`src/rtl/alu_pkg.sv`:
```
// alu_pkg: definitions shared across the ALU execute-stage blocks.
//   div_state_t   : divider FSM states (IDLE=0, PREP=1, ITER=2, FIX=3)
//   DIV_WIDTH     : default datapath width of the divider
//   DIV_LATENCY   : start-to-done latency of a full iterative divide
//   DIV_ZERO_QUOT : quotient returned for a zero divisor (all ones)
package alu_pkg;

  typedef enum logic [1:0] {
    IDLE = 2'd0,
    PREP = 2'd1,
    ITER = 2'd2,
    FIX  = 2'd3
  } div_state_t;

  localparam int unsigned DIV_WIDTH   = 32;
  localparam int unsigned DIV_LATENCY = DIV_WIDTH + 2;

  localparam logic [DIV_WIDTH-1:0] DIV_ZERO_QUOT = '1;

  // Latency of a full iterative divide for an arbitrary width.
  function automatic int unsigned div_latency(input int unsigned width);
    return width + 2;
  endfunction

endpackage

```
`src/rtl/alu_div_step.sv`:
```
// alu_div_step: one combinational radix-2 restoring division step.
//   rem      [WIDTH-1:0] in  : partial remainder
//   quo      [WIDTH-1:0] in  : quotient / remaining dividend bits
//   dvs_mag  [WIDTH-1:0] in  : divisor magnitude
//   rem_next [WIDTH-1:0] out : partial remainder after this step
//   quo_next [WIDTH-1:0] out : quotient after this step (new bit in LSB)
module alu_div_step #(
  parameter int unsigned WIDTH = 32
) (
  input  logic [WIDTH-1:0] rem,
  input  logic [WIDTH-1:0] quo,
  input  logic [WIDTH-1:0] dvs_mag,
  output logic [WIDTH-1:0] rem_next,
  output logic [WIDTH-1:0] quo_next
);

  logic [WIDTH:0] rem_sh;
  logic [WIDTH:0] trial;
  logic           fits;

  // Shifted remainder can reach WIDTH+1 bits; the subtraction is done at
  // that width so its top bit is a true borrow.
  assign rem_sh   = {rem, quo[WIDTH-1]};
  assign trial    = rem_sh - {1'b0, dvs_mag};
  assign fits     = ~trial[WIDTH];
  assign rem_next = fits ? trial[WIDTH-1:0] : rem_sh[WIDTH-1:0];
  assign quo_next = {quo[WIDTH-2:0], fits};

endmodule

```
`src/rtl/alu_or_reduce.sv`:
```
// alu_or_reduce: ALU OR-reduction block.
//   operand [WIDTH-1:0] in  : value to reduce
//   result              out : 1 when any operand bit is set
module alu_or_reduce #(
  parameter int unsigned WIDTH = 32
) (
  input  logic [WIDTH-1:0] operand,
  output logic             result
);

  assign result = |operand;

endmodule

```
`src/rtl/alu_divider.sv`:
```
// alu_divider: multi-cycle DIV/DIVU unit for the ALU execute stage.
// Radix-2 restoring, one quotient bit per cycle; zero divisors take a
// fast path to a one-cycle done.
//   clk, rst    : rising-edge clock, asynchronous active-high reset
//   start       : request, sampled only when idle
//   is_signed   : 1 = DIV, 0 = DIVU (latched with start)
//   dividend    : latched with start
//   divisor     : latched with start
//   flush       : synchronous abort, wins over start
//   busy        : operation in progress
//   done        : one-cycle pulse, results valid
//   quotient    : registered result, held until next done
//   remainder   : registered result, held until next done
//   div_by_zero : registered flag, held until next done
// Optional build macro ALU_DIV_EARLY_OUT_EN: skip iteration when
// |dividend| < |divisor|.
module alu_divider
  import alu_pkg::*;
#(
  parameter int unsigned WIDTH = 32
) (
  input  logic             clk,
  input  logic             rst,
  input  logic             start,
  input  logic             is_signed,
  input  logic [WIDTH-1:0] dividend,
  input  logic [WIDTH-1:0] divisor,
  input  logic             flush,
  output logic             busy,
  output logic             done,
  output logic [WIDTH-1:0] quotient,
  output logic [WIDTH-1:0] remainder,
  output logic             div_by_zero
);

  localparam int unsigned CNT_W = $clog2(WIDTH);

  div_state_t       state_q, state_d;
  logic [WIDTH-1:0] dvd_q, dvs_q, rem_q, quo_q;
  logic             sgn_q, sign_q_q, sign_r_q, dz_q;
  logic [CNT_W-1:0] cnt_q;

  logic             divisor_nz;
  logic [WIDTH-1:0] dvd_mag, dvs_mag;
  logic [WIDTH-1:0] step_rem, step_quo;
  logic             last_iter;

  alu_or_reduce #(.WIDTH(WIDTH)) u_or_reduce (
    .operand (divisor),
    .result  (divisor_nz)
  );

  alu_div_step #(.WIDTH(WIDTH)) u_div_step (
    .rem      (rem_q),
    .quo      (quo_q),
    .dvs_mag  (dvs_q),
    .rem_next (step_rem),
    .quo_next (step_quo)
  );

  assign dvd_mag   = (sgn_q && dvd_q[WIDTH-1]) ? (~dvd_q + WIDTH'(1)) : dvd_q;
  assign dvs_mag   = (sgn_q && dvs_q[WIDTH-1]) ? (~dvs_q + WIDTH'(1)) : dvs_q;
  assign last_iter = (cnt_q == CNT_W'(WIDTH - 1));
  assign busy      = (state_q != IDLE);

`ifdef ALU_DIV_EARLY_OUT_EN
  logic early_out;
  assign early_out = (dvd_mag < dvs_mag);
`endif

  always_ff @(posedge clk or posedge rst) begin
    if (rst) begin
      state_q <= IDLE;
    end else begin
      state_q <= state_d;
    end
  end

  always_comb begin
    state_d = state_q;
    case (state_q)
      IDLE: begin
        if (start && !flush) begin
          state_d = divisor_nz ? PREP : FIX;
        end
      end
      PREP: begin
        if (flush) begin
          state_d = IDLE;
        end else begin
`ifdef ALU_DIV_EARLY_OUT_EN
          state_d = early_out ? FIX : ITER;
`else
          state_d = ITER;
`endif
        end
      end
      ITER: begin
        if (flush) begin
          state_d = IDLE;
        end else if (last_iter) begin
          state_d = FIX;
        end
      end
      FIX:     state_d = IDLE;
      default: state_d = IDLE;
    endcase
  end

  // FIX always applies the sign corrections; the zero-divisor and
  // early-out paths preload their final values with both signs cleared
  // so FIX passes them through unchanged.
  always_ff @(posedge clk or posedge rst) begin
    if (rst) begin
      dvd_q       <= '0;
      dvs_q       <= '0;
      rem_q       <= '0;
      quo_q       <= '0;
      sgn_q       <= 1'b0;
      sign_q_q    <= 1'b0;
      sign_r_q    <= 1'b0;
      dz_q        <= 1'b0;
      cnt_q       <= '0;
      done        <= 1'b0;
      quotient    <= '0;
      remainder   <= '0;
      div_by_zero <= 1'b0;
    end else begin
      done <= 1'b0;
      case (state_q)
        IDLE: begin
          if (start && !flush) begin
            dvd_q <= dividend;
            dvs_q <= divisor;
            sgn_q <= is_signed;
            if (!divisor_nz) begin
              quo_q    <= '1;
              rem_q    <= dividend;
              sign_q_q <= 1'b0;
              sign_r_q <= 1'b0;
              dz_q     <= 1'b1;
            end else begin
              dz_q <= 1'b0;
            end
          end
        end
        PREP: begin
          if (!flush) begin
            dvs_q    <= dvs_mag;
            sign_q_q <= sgn_q & (dvd_q[WIDTH-1] ^ dvs_q[WIDTH-1]);
            sign_r_q <= sgn_q & dvd_q[WIDTH-1];
            cnt_q    <= '0;
`ifdef ALU_DIV_EARLY_OUT_EN
            if (early_out) begin
              quo_q    <= '0;
              rem_q    <= dvd_q;
              sign_q_q <= 1'b0;
              sign_r_q <= 1'b0;
            end else begin
              quo_q <= dvd_mag;
              rem_q <= '0;
            end
`else
            quo_q <= dvd_mag;
            rem_q <= '0;
`endif
          end
        end
        ITER: begin
          if (!flush) begin
            rem_q <= step_rem;
            quo_q <= step_quo;
            cnt_q <= cnt_q + CNT_W'(1);
          end
        end
        FIX: begin
          quotient    <= sign_q_q ? (~quo_q + WIDTH'(1)) : quo_q;
          remainder   <= sign_r_q ? (~rem_q + WIDTH'(1)) : rem_q;
          div_by_zero <= dz_q;
          done        <= 1'b1;
        end
        default: ;
      endcase
    end
  end

endmodule

```
`config.mk`:
```
export PLATFORM = sky130hd
export DESIGN_NAME = alu_divider
export DESIGN_NICKNAME = d
export VERILOG_FILES = /design/src/rtl/alu_pkg.sv /design/src/rtl/alu_div_step.sv /design/src/rtl/alu_or_reduce.sv /design/src/rtl/alu_divider.sv
export SDC_FILE = /design/constraint.sdc
export NUM_CORES = 1
export LEC_CHECK = 0
export ABC_AREA = 1
export ABC_CLOCK_PERIOD_IN_PS = 9140
export CAP_MARGIN = 20
export CORE_ASPECT_RATIO = 0.5
export CORE_MARGIN = 4
export CORE_UTILIZATION = 53
export DETAILED_ROUTE_END_ITERATION = 10
export GPL_TIMING_DRIVEN = 0
export PLACE_DENSITY = 0.79
export SETUP_SLACK_MARGIN = 0.3
export SYNTH_ARGS = -nofsm -noshare
export SYNTH_HDL_FRONTEND = slang
export SYNTH_SLANG_ARGS = --single-unit
```
`constraint.sdc`:
```
create_clock -name clk -period 9.14 [get_ports clk]
set_clock_uncertainty 0.1 [all_clocks]
set_input_delay 0.914 -clock clk [delete_from_list [all_inputs] [get_ports clk]]
set_output_delay 0.914 -clock clk [all_outputs]
set_load 0.03 [all_outputs]
```
# Word-level counts from Yosys, hierarchy flattened

Cells that the tools add are included.
W data, S select, Z words.

Equal/unequal tests: 10
Add/subtract/negate cells: 6
Reductions and logical operators: 16
Bitwise logic cells: 8
Mux-type cells: 35

Operators by type and width:

| kind                    | number |
|---|---|
| $mux W32                | 15 |
| $pmux W32 S3            | 2 |
| $add A32 B1 Y32 const B | 4 |
| $not A32 Y32            | 4 |
| $pmux W32 S2            | 1 |
| $sub A33 B32 Y33        | 1 |
| $reduce_or A32 Y1       | 1 |
| $mux W2                 | 5 |
| $mux W5                 | 2 |
| $ne A2 B2 Y1 const B    | 5 |
| $pmux W5 S2             | 1 |
| $pmux W2 S4             | 1 |
| $reduce_and A4 Y1       | 2 |
| $mux W1                 | 6 |
| $reduce_bool A2 Y1      | 3 |
| $add A5 B1 Y5 const B   | 1 |
| $eq A5 B5 Y1 const B    | 1 |
| $reduce_and A5 Y1       | 1 |
| $eq A2 B2 Y1 const B    | 2 |
| $pmux W1 S2             | 2 |
| $reduce_and A2 Y1       | 2 |
| $logic_and A1 B1 Y1     | 3 |
| $ne A3 B3 Y1 const B    | 1 |
| $reduce_and A3 Y1       | 1 |
| 7 further kinds         | 8 |

Output and inout bits: 67
Bits in registers: 205
Bits of input ports: 69

# Logic depth before layout (Yosys ltp)

Word-level depth: 5
Depth in mapped cells: 18
Mapped depth without buffers: 17

# Cells and area by module

A second synthesis with hierarchy kept.

Cells, all modules: 2531
Area, all modules: 15926.5 µm²

Modules (own cells, without submodules):

| module        | cells an instance | area an instance (µm²) | seq. area each (µm²) | times used |
|---|---|---|---|---|
| alu_divider   | 1771              | 12344.3                | 5129.9               | 1 |
| alu_div_step  | 715               | 3403.3                 | 0.0                  | 1 |
| alu_or_reduce | 45                | 178.9                  | 0.0                  | 1 |

# Worst setup path after synthesis

Ideal clock, no wire load.

Path kind: register to register
Start: reg quo_q[31]
End: reg rem_q[7]
Data arrival time: 2.241 ns
Buffers on the path: 1
Slack: 6.726 ns
Cell stages (with the launch flop): 19
Library setup time: 0.073 ns
Period minus slack after synthesis: 2.414 ns
Required time: 8.967 ns
Cells stage by stage: dfrtp_1 inv_1 ha_1 inv_1 fa_1 nand3_2 nand3_2 nand2_1 nand2_2 nand2_2 nand2_2 nand2_4 nand2_4 nand2_4 nand2_4 buf_6 nand2_1 nand3_1 a21oi_2

Cells in the longest elaborated chain, start to end: 4

RTL lines:

| element                | RTL line           | RTL |
|---|---|---|
| from (decl)            | alu_divider.sv:39  | `logic [WIDTH-1:0] dvd_q, dvs_q, rem_q, quo_q;` |
| from (signal assigned) | alu_divider.sv:164 | `quo_q <= dvd_mag;` |
| from (signal assigned) | alu_divider.sv:172 | `quo_q <= step_quo;` |
| $sub A33 B32 Y33       | alu_div_step.sv:24 | `assign trial = rem_sh - {1'b0, dvs_mag};` |
| $mux W32               | alu_div_step.sv:26 | `assign rem_next = fits ? trial[WIDTH-1:0] : rem_sh[WIDTH-1:0];` |
| $mux W32               | alu_divider.sv:170 | `if (!flush) begin` |
| $pmux W32 S3           | alu_divider.sv:130 | `case (state_q)` |
| to (signal assigned)   | alu_divider.sv:138 | `rem_q <= dividend;` |
| to (signal assigned)   | alu_divider.sv:171 | `rem_q <= step_rem;` |
| to (decl)              | alu_divider.sv:39  |  |

No other way between the ends. The select of a mux whose other input is x is not followed.
A chain may end at the register's enable or synchronous reset.

# Worst setup path after layout

Start: in divisor[24]
End: reg rem_q[9]

Cells in the longest elaborated chain, start to end: 3

RTL lines:

| element                     | RTL line            | RTL |
|---|---|---|
| from (decl)                 | alu_divider.sv:27   | `input logic [WIDTH-1:0] divisor,` |
| $reduce_or A32 Y1           | alu_or_reduce.sv:11 | `assign result = \|operand;` |
| $ne A2 B2 Y1 (no line)      | --                  |  |
| $reduce_and A5 Y1 (no line) | --                  |  |

No other way between the ends.

==> run metrics <==
Worst Hold Class reg -> reg; Max Slew Vio Count 0; pin count of the biggest net entering global routing 121; number of synthesized register bits 205; Nets between 2k and 3k; Crit path required time around 9.4 ns; Initial Utilization 0.5462; crit end category register; H-tree depth 1; Antenna Cells 0; Area Growth Syn to Fin 17.38%; sequential-to-total area share from yosys stat 0.3338; Die Area between 30000 and 40000 µm²; syn nets roughly 2.5k; CP arrival ~3.4 ns; share of the synthesized area in the top cell type 0.3338; top_reg_cell synth dfrtp_1; fin crit period about 3.1 ns; leading cell types in the layout, fill and taps excluded nand2_1, inv_1, nor2_1; cells after synthesis 2343; Skew-Pair Late Insertion Delay roughly 0.53 ns; estimated wirelength of the detail-placed design 44.38 mm; worst-margin pin slew slightly above 1 ns; Hold-fix buffers, CTS 0; hold path depth 2; Port Buffer Count about 140; syn avg cell area between 6 and 7 µm²; post-CTS sizing 0; clock buffer depth 3; crit share post-route 0.3434; DR DRC count 0; startpoint types input port; Synth area leaders dfrtp_1, nand2_1, inv_1; Max Clock Freq 318.6 MHz; Worst R2R Path Depth 17; 1st-pass router iterations 5; vias per cell between 5 and 6; Post-synth EDFFs 0; final WL roughly 56 mm; outcome complete, no violations; fraction of registers with async set/reset 1.000; initial DRC count 2202; filler cell count 2611; global-route wire length before repair 85.52 mm; RSZ-0062 raised after global routing false; Post-Syn Area approximately 15000 µm²; WL/cell ~19 µm; Post-CTS Setup Repair Bufs 0; GRT Overall Usage 0.3390; Die Span Y 128.4 µm; Core ar. roughly 28000 µm²; crit-path max FO 10; DR vias approximately 16k; Final ANT Viol Nets 0; Num Clock Sinks slightly above 200; Synth cell types 52; warnings from Yosys 0; TritonCTS clock tree done; die width about 250 µm; clock slew seen by the registers of the worst setup and hold paths 0.07 ns; GRT overflow 0; initial antenna violation count 0; Final Hold Viols 0; number of global-route vias before repair about 15k; Routability Congestion slightly below 1; dominant cell type by area after synthesis dfrtp_1; CTS Buf Count 21; crit path kind in -> reg; MaxCap Viol Count 0; count of final setup violators 0; # IOs 136; most common cell after layout, fill and taps aside nand2_1; Root Buffer Master clkbuf_16; fraction of final layout cells sized beyond drive strength 1 0.05485; Layout Utilization 0.6412; Site Rows 43; slew margin rel. 0.3029
-- metrics by stage --
step	cells	TNS, ns	worst slack (ns)	hold WS [ns]	instance area (µm²)
2_1_floorplan	2343	0	2.530	0.3498	15370
5_1_grt	2898	0	5.924	0.4099	18040
6_report	2898	0	6.002	0.3833	18040
3_5_place_dp	2861	0	5.586	0.3658	17230
3_3_place_gp	2860	-44.95	-0.2538	0.3640	17200
4_1_cts	2898	0	6.001	0.3892	18040
-- state kept, by name, summed over array words and instances, names as in the netlist --
name and flops:
cnt_q 5, div_by_zero 1, done 1, dvd_q 32
dvs_q 32, dz_q 1, quo_q 32, quotient 32
rem_q 32, remainder 32, sgn_q 1, sign_q_q 1
sign_r_q 1, state_q 2
-- critical path, cell delays in order --
cell	delay (ns)
clkdlybuf4s50_1	0.43
or2_1	0.25
nor3_1	0.28
nand2_1	0.11
nor2_1	0.23
nand3b_1	0.18
nand2_2	0.20
nand2_4	0.09
clkbuf_1	0.24
nor2_1	0.39
a21oi_2	0.10
-- cell usage after synthesis (23+ instances only) --
master / n
a21oi_1: 71
a31oi_1: 23
clkbuf_1: 42
dfrtp_1: 205
ha_1: 42
inv_1: 324
nand2_1: 627
nand3_1: 200
nand4_1: 35
nor2_1: 306
nor3_1: 36
o21ai_0: 162
xor2_1: 50
-- routing by layer --
metal	wire length [µm]	global-route usage
met1	23950	0.4833
met2	24500	0.5391
met3	5256	0.05090
met4	1846	0.1081
met5	0	0
-- final cells by class --
type,instances,area [µm²],share of cell area
multi-input cells,1723,8576,0.4753
flip-flops and latches,205,5130,0.2843
repair buffers,136,1379,0.07643
inverters,337,1274,0.07060
clock buffers,26,594.3,0.03294
well taps,382,478.0,0.02649
plain buffers,78,397.9,0.02205
clock inverters,11,212.7,0.01179
-- path summary, 6_finish.rpt --
path / from / to / slack [ns]
setup / recovery: divisor[24] / rem_q[9] / 6.00
hold / removal: quotient[5] / quotient[5] / 0.38
setup reg to reg: quo_q[31] / rem_q[2] / 6.11
hold reg to reg: quotient[5] / quotient[5] / 0.38
max in group asynchronous: rst / dvs_q[27] / 7.11
min in group asynchronous: rst / quotient[25] / 0.77
-- cells by family (layout without fill, tap and decap cells) --
kind of cell    Yosys count  count (layout)  synth area share
fa+ha+maj                43              43           0.03549
simple gates           1274            1274            0.3562
buf+inv                 415             588            0.1083
xor+xnor                 63              63           0.03590
compound gates          343             343            0.1303
flops                   205             205            0.3338
Power is not shown: default switching activity piles up to over one toggle a cycle in this logic, so the estimate is an artifact.
